### src/rtl/ctrl_pipe_if.sv
// Control-pipe bundle: decoder inputs toward the pipe, per-stage control fields back out.
interface ctrl_pipe_if #(
    parameter int REG_W = 5,
    parameter int CNT_W = 16
);
    logic [7:0]       ctrl_i;
    logic [REG_W-1:0] rs_i;
    logic [REG_W-1:0] rt_i;
    logic             flush_i;
    logic             stall_o;
    logic             ex_alusrc_o;
    logic [1:0]       ex_aluop_o;
    logic             ex_regdst_o;
    logic [REG_W-1:0] ex_rt_o;
    logic             mem_read_o;
    logic             mem_write_o;
    logic             wb_regwrite_o;
    logic             wb_memtoreg_o;
    logic [CNT_W-1:0] bubble_cnt_o;

    modport slave (
        input  ctrl_i, rs_i, rt_i, flush_i,
        output stall_o, ex_alusrc_o, ex_aluop_o, ex_regdst_o, ex_rt_o,
               mem_read_o, mem_write_o, wb_regwrite_o, wb_memtoreg_o, bubble_cnt_o
    );

    modport master (
        output ctrl_i, rs_i, rt_i, flush_i,
        input  stall_o, ex_alusrc_o, ex_aluop_o, ex_regdst_o, ex_rt_o,
               mem_read_o, mem_write_o, wb_regwrite_o, wb_memtoreg_o, bubble_cnt_o
    );
endinterface

### src/rtl/ctrl_pipe.sv
// Carries the decoder control bundle through ID/EX, EX/MEM, MEM/WB; detects load-use
// hazards, inserts bubbles on stall/flush and keeps a saturating bubble counter.
module ctrl_pipe #(
    parameter int REG_W = 5,
    parameter int CNT_W = 16
) (
    input  logic       clk_i,
    input  logic       rst_i,
    ctrl_pipe_if.slave bus
);
    logic [7:0]       idex_q;
    logic [7:0]       idex_d;
    logic [REG_W-1:0] idex_rt_q;
    logic [REG_W-1:0] idex_rt_d;
    logic [3:0]       exmem_q;
    logic [1:0]       memwb_q;
    logic [CNT_W-1:0] bubble_cnt_q;
    logic [CNT_W-1:0] bubble_cnt_d;
    logic             stall;
    logic             bubble;

    function automatic logic [CNT_W-1:0] sat_inc(input logic [CNT_W-1:0] v);
        return (&v) ? v : v + {{(CNT_W-1){1'b0}}, 1'b1};
    endfunction

    // Load in EX writing a register that the ID instruction reads; $0 never creates a hazard.
    assign stall = idex_q[2] && (idex_rt_q != '0) &&
                   ((idex_rt_q == bus.rs_i) || (idex_rt_q == bus.rt_i));

    always_comb begin
        bubble       = stall | bus.flush_i;
        idex_d       = bubble ? 8'h00 : bus.ctrl_i;
        idex_rt_d    = bubble ? '0 : bus.rt_i;
        bubble_cnt_d = bubble ? sat_inc(bubble_cnt_q) : bubble_cnt_q;
    end

    always_ff @(posedge clk_i or posedge rst_i) begin
        if (rst_i) begin
            idex_q       <= 8'h00;
            idex_rt_q    <= '0;
            exmem_q      <= 4'h0;
            memwb_q      <= 2'b00;
            bubble_cnt_q <= '0;
        end else begin
            idex_q       <= idex_d;
            idex_rt_q    <= idex_rt_d;
            exmem_q      <= idex_q[3:0];
            memwb_q      <= exmem_q[1:0];
            bubble_cnt_q <= bubble_cnt_d;
        end
    end

    assign bus.stall_o       = stall;
    assign bus.ex_alusrc_o   = idex_q[4];
    assign bus.ex_aluop_o    = idex_q[6:5];
    assign bus.ex_regdst_o   = idex_q[7];
    assign bus.ex_rt_o       = idex_rt_q;
    assign bus.mem_read_o    = exmem_q[2];
    assign bus.mem_write_o   = exmem_q[3];
    assign bus.wb_regwrite_o = memwb_q[0];
    assign bus.wb_memtoreg_o = memwb_q[1];
    assign bus.bubble_cnt_o  = bubble_cnt_q;
endmodule

### src/flat_wrapper.sv
// flat-port wrapper written by rule: the top's interface ports become plain ports
module ctrl_pipe_flat 
#(
    parameter int REG_W = 5,
    parameter int CNT_W = 16
)
  (clk_i, rst_i, bus_ctrl_i, bus_rs_i, bus_rt_i, bus_flush_i, bus_stall_o, bus_ex_alusrc_o, bus_ex_aluop_o, bus_ex_regdst_o, bus_ex_rt_o, bus_mem_read_o, bus_mem_write_o, bus_wb_regwrite_o, bus_wb_memtoreg_o, bus_bubble_cnt_o);
  ctrl_pipe_if #(.REG_W(REG_W), .CNT_W(CNT_W)) bus_i ();
  input  logic clk_i;
  input  logic rst_i;
  input wire logic [$bits(bus_i.ctrl_i)-1:0] bus_ctrl_i;
  input wire logic [$bits(bus_i.rs_i)-1:0] bus_rs_i;
  input wire logic [$bits(bus_i.rt_i)-1:0] bus_rt_i;
  input wire logic [$bits(bus_i.flush_i)-1:0] bus_flush_i;
  output wire logic [$bits(bus_i.stall_o)-1:0] bus_stall_o;
  output wire logic [$bits(bus_i.ex_alusrc_o)-1:0] bus_ex_alusrc_o;
  output wire logic [$bits(bus_i.ex_aluop_o)-1:0] bus_ex_aluop_o;
  output wire logic [$bits(bus_i.ex_regdst_o)-1:0] bus_ex_regdst_o;
  output wire logic [$bits(bus_i.ex_rt_o)-1:0] bus_ex_rt_o;
  output wire logic [$bits(bus_i.mem_read_o)-1:0] bus_mem_read_o;
  output wire logic [$bits(bus_i.mem_write_o)-1:0] bus_mem_write_o;
  output wire logic [$bits(bus_i.wb_regwrite_o)-1:0] bus_wb_regwrite_o;
  output wire logic [$bits(bus_i.wb_memtoreg_o)-1:0] bus_wb_memtoreg_o;
  output wire logic [$bits(bus_i.bubble_cnt_o)-1:0] bus_bubble_cnt_o;
  assign bus_i.ctrl_i = bus_ctrl_i;
  assign bus_i.rs_i = bus_rs_i;
  assign bus_i.rt_i = bus_rt_i;
  assign bus_i.flush_i = bus_flush_i;
  assign bus_stall_o = bus_i.stall_o;
  assign bus_ex_alusrc_o = bus_i.ex_alusrc_o;
  assign bus_ex_aluop_o = bus_i.ex_aluop_o;
  assign bus_ex_regdst_o = bus_i.ex_regdst_o;
  assign bus_ex_rt_o = bus_i.ex_rt_o;
  assign bus_mem_read_o = bus_i.mem_read_o;
  assign bus_mem_write_o = bus_i.mem_write_o;
  assign bus_wb_regwrite_o = bus_i.wb_regwrite_o;
  assign bus_wb_memtoreg_o = bus_i.wb_memtoreg_o;
  assign bus_bubble_cnt_o = bus_i.bubble_cnt_o;
  ctrl_pipe #(.REG_W(REG_W), .CNT_W(CNT_W)) u_core (.clk_i(clk_i), .rst_i(rst_i), .bus(bus_i));
endmodule
### config.mk
export PLATFORM = sky130hd
export DESIGN_NAME = ctrl_pipe_flat
export DESIGN_NICKNAME = d
export VERILOG_FILES = /design/src/rtl/ctrl_pipe_if.sv /design/src/rtl/ctrl_pipe.sv /design/src/flat_wrapper.sv
export SDC_FILE = /design/constraint.sdc
export NUM_CORES = 1
export LEC_CHECK = 0
export CORE_AREA = 5 5 79 81
export DETAILED_ROUTE_END_ITERATION = 10
export DIE_AREA = 0 0 84 86
export HOLD_SLACK_MARGIN = 0.05
export PLACE_DENSITY = 0.54
export SYNTH_ARGS = -nofsm -noshare
export SYNTH_HDL_FRONTEND = slang
export SYNTH_SLANG_ARGS = --single-unit
### constraint.sdc
create_clock -name clk_i -period 4.79 [get_ports clk_i]
set_input_delay 1.1975 -clock clk_i [delete_from_list [all_inputs] [get_ports clk_i]]
set_output_delay 1.1975 -clock clk_i [all_outputs]
set_load 0.01 [all_outputs]
==> results by group <==
Status
  – Status: finished clean

Logic synthesis
  – Post-Syn Area: 0.00153 mm²
  – Most used DFF post-synth: dfrtp_1
  – Post-synth top area share: 57.1%
  – Top cells by area in the synthesized netlist: dfrtp_1 (57%), xor2_1 (13%), and2_1 (5.3%), nor3_1 (3.3%), nand3_1 (2.0%)
  – Commonest cells post-synth: dfrtp_1 (35), xor2_1 (22), and2_1 (13)
  – Distinct cells, synth: 28
  – Most numerous cell in the Yosys netlist: dfrtp_1
  – Number of flops mapped to enable cells by yosys: 0
  – Post-synthesis register bit count: 35
  – Synth warn: 0
  – Leading area contributor after synthesis: dfrtp_1
  – Syn Inst Count: 129
  – Post-synth ARST share: 100%
  – Syn Area/Cell: 11.9 µm²
  – Syn_nets: 151
  – Sequential area share after synthesis: 57.1%

STA
  – Clk_skew: 0.00732 ns
  – Worst-Margin Slew: 0.617 ns
  – Max Clock Freq: 253 MHz
  – Fin worst setup slack: 0.843 ns
  – Relative slew slack: 58.8%
  – RSZ-0062 raised after global routing: false
  – Hold Fails Final Rpt: 0
  – Final number of setup-violating endpoints: 0
  – Crit share post-route: 82.4%
  – TNS Setup: 0 ns
  – Hold_ws: 0.351 ns
  – Final min period: 3.95 ns
  – Final max-slew violation count: 0

Floorplan
  – Site Rows: 27
  – # IOs: 51
  – Die span in y: 86 µm
  – Die area: 0.00722 mm²
  – Die Wd: 84 µm
  – Core area: 0.00541 mm²
  – Initial Utilization: 28.4%

Placed design
  – Global placer's final weighted congestion: 0.819
  – DP HPWL: 2480 µm
  – Number of buffers added on ports: 50
  – Area post-placement: 0.00209 mm²
  – Pre-CTS setup slack: 0.841 ns
  – Inst Count DP: 247

Critical path
  – Worst setup EP type: output port
  – Worst path cell trace: clkdlybuf4s50_1, xor2_1, nor3_1, a22oi_1, nor2_1, clkdlybuf4s50_1
  – Worst endpoint required time: 3.59 ns
  – Setup CP Type: in -> out
  – Critical Path AT: 2.75 ns
  – Delay of the slowest critical-path stage: 0.54 ns
  – CP max stage cell: clkdlybuf4s50_1
  – CP most frequent cell: clkdlybuf4s50_1
  – Max FO, Critical Path: 2
  – Worst setup SP type: primary input

Final layout
  – Non-Filler Instances: 255
  – Filler Cells Inserted: 538
  – Area of the multi-input gates: 609 µm²
  – Final Core Density: 40.9%
  – Antenna cell count: 0
  – Reg area: 876 µm²
  – Share of layout cells above drive strength 1: 9.29%
  – # nets final: 204
  – Final Cell Area: 0.00221 mm²
  – Synth-to-layout area growth: 44.3%

Global routing
  – Global route overflow: 0
  – Largest net degree at the start of global routing: 36
  – Overall Global Routing Usage: 10.3%
  – Number of global-route vias before repair: 1199
  – Initial antenna violation count: 0
  – First-pass GRT wire length: 5800 µm

Clocking
  – Post-cts resize count: 0
  – Setup bufs post-CTS: 0
  – Num CTS Buffers: 5
  – Worst-path clk slew: 0.06 ns
  – CTS Buffer Depth: 2
  – Clock Latency Late Sink: 0.29 ns
  – Cts hold-fix bufs: 0
  – CTS tree: done
  – H-tree Lvls: 2
  – Root Driver: clkbuf_8
  – Clk sinks: 35

Run
  – Max_cap viols: 0

Hold path
  – Worst hold path class: reg -> reg

Power and ir drop
  – Worst vdd ir: 0.227 mV
  – Total Power: 0.934 mW
  – Pwr dens: 422 mW/mm²
  – Lkg Pwr: 0.951 nW

Drt
  – # DRC: 0
  – Post-route ant nets: 0
  – Total number of vias: 1104
  – Length of the first detailed-routing pass in iterations: 3
  – DR iter-0 viols: 47
  – Vias per Instance: 4.33
  – DR WL/cell: 13.2 µm
  – Routed wire length: 3360 µm
critical path: cells and delay by family:
kind / cells / cell delay (ns)
xor+xnor: 1 / 0.15
buf+inv: 2 / 0.98
simple gates: 2 / 0.30
compound gates: 1 / 0.12
report_power, final:
group / leakage, nW / internal, mW / switching [mW]
Combinational: 0.458 / 0.146 / 0.104
Clock: 0.0612 / 0.168 / 0.108
Sequential: 0.431 / 0.346 / 0.0614
Total: 0.951 / 0.660 / 0.273
layer usage:
layer | global-route usage (%) | wire length [µm] | vias to the layer above
met4 | 4.82 | 80 | 0
li1 | - | - | 537
met5 | 0 | 0 | -
met1 | 12.7 | 1580 | 517
met2 | 15.7 | 1450 | 42
met3 | 4.23 | 247 | 8
path summary, 6_finish.rpt:
check | slack, ns | cells past startpoint | end | start
setup / recovery | 0.84 | 6 | bus_stall_o | bus_rt_i[3]
hold / removal | 0.35 | 0 | u_core.exmem_q[1] | u_core.idex_q[1]
setup reg to reg | 2.55 | 5 | u_core.bus.bubble_cnt_o[12] | u_core.bus.ex_rt_o[0]
hold reg to reg | 0.35 | 0 | u_core.exmem_q[1] | u_core.idex_q[1]
max in group asynchronous | 3.15 | 3 | u_core.bus.bubble_cnt_o[15] | rst_i
min in group asynchronous | 1.34 | 3 | u_core.exmem_q[2] | rst_i
placed cells by master, fill, tap and decap left out, drive strengths merged:
master	instances
a22oi	1
and2	13
and4bb	1
buf	1
bufinv	1
clkbuf	6
clkdlybuf4s50	50
clkinv	1
dfrtp	35
ha	1
inv	3
mux2	2
nand2	6
nand3	6
nand4	3
nor2	9
nor3	10
nor3b	1
nor4	2
nor4b	1
o21ai	4
o21ba	1
o31a	1
or4	1
xnor2	1
xor2	22
cell families (layout without fill, tap and decap cells):
| family | count (synthesis) | after routing | synth area share (%) |
|---|---|---|---|
| AOI/OAI and AO/OA | 7 | 7 | 3.27 |
| DFF | 35 | 35 | 57.1 |
| xor gates and xnor gates | 23 | 23 | 13.1 |
| buffers and inverters | 8 | 62 | 3.10 |
| muxes | 2 | 2 | 1.96 |
| and+or+nand+nor | 53 | 53 | 20.6 |
| adders and majority gates | 1 | 1 | 0.816 |
registers in the layout (all words and copies together) (netlist names):
register                 count
u_core.bus.ex_rt_o           5
u_core.memwb_q               2
u_core.exmem_q               4
u_core.bus.bubble_cnt_o     16
u_core.idex_q                8
area by class of cell:
class | count | share of cell area [%]
clock buffers | 6 | 3.73
flip-flops and latches | 35 | 39.6
repair buffers | 51 | 23.0
multi-input cells | 86 | 27.5
inverters | 3 | 0.509
well taps | 72 | 4.07
clock inverters | 2 | 1.58
(Power assumes the default switching activity.)
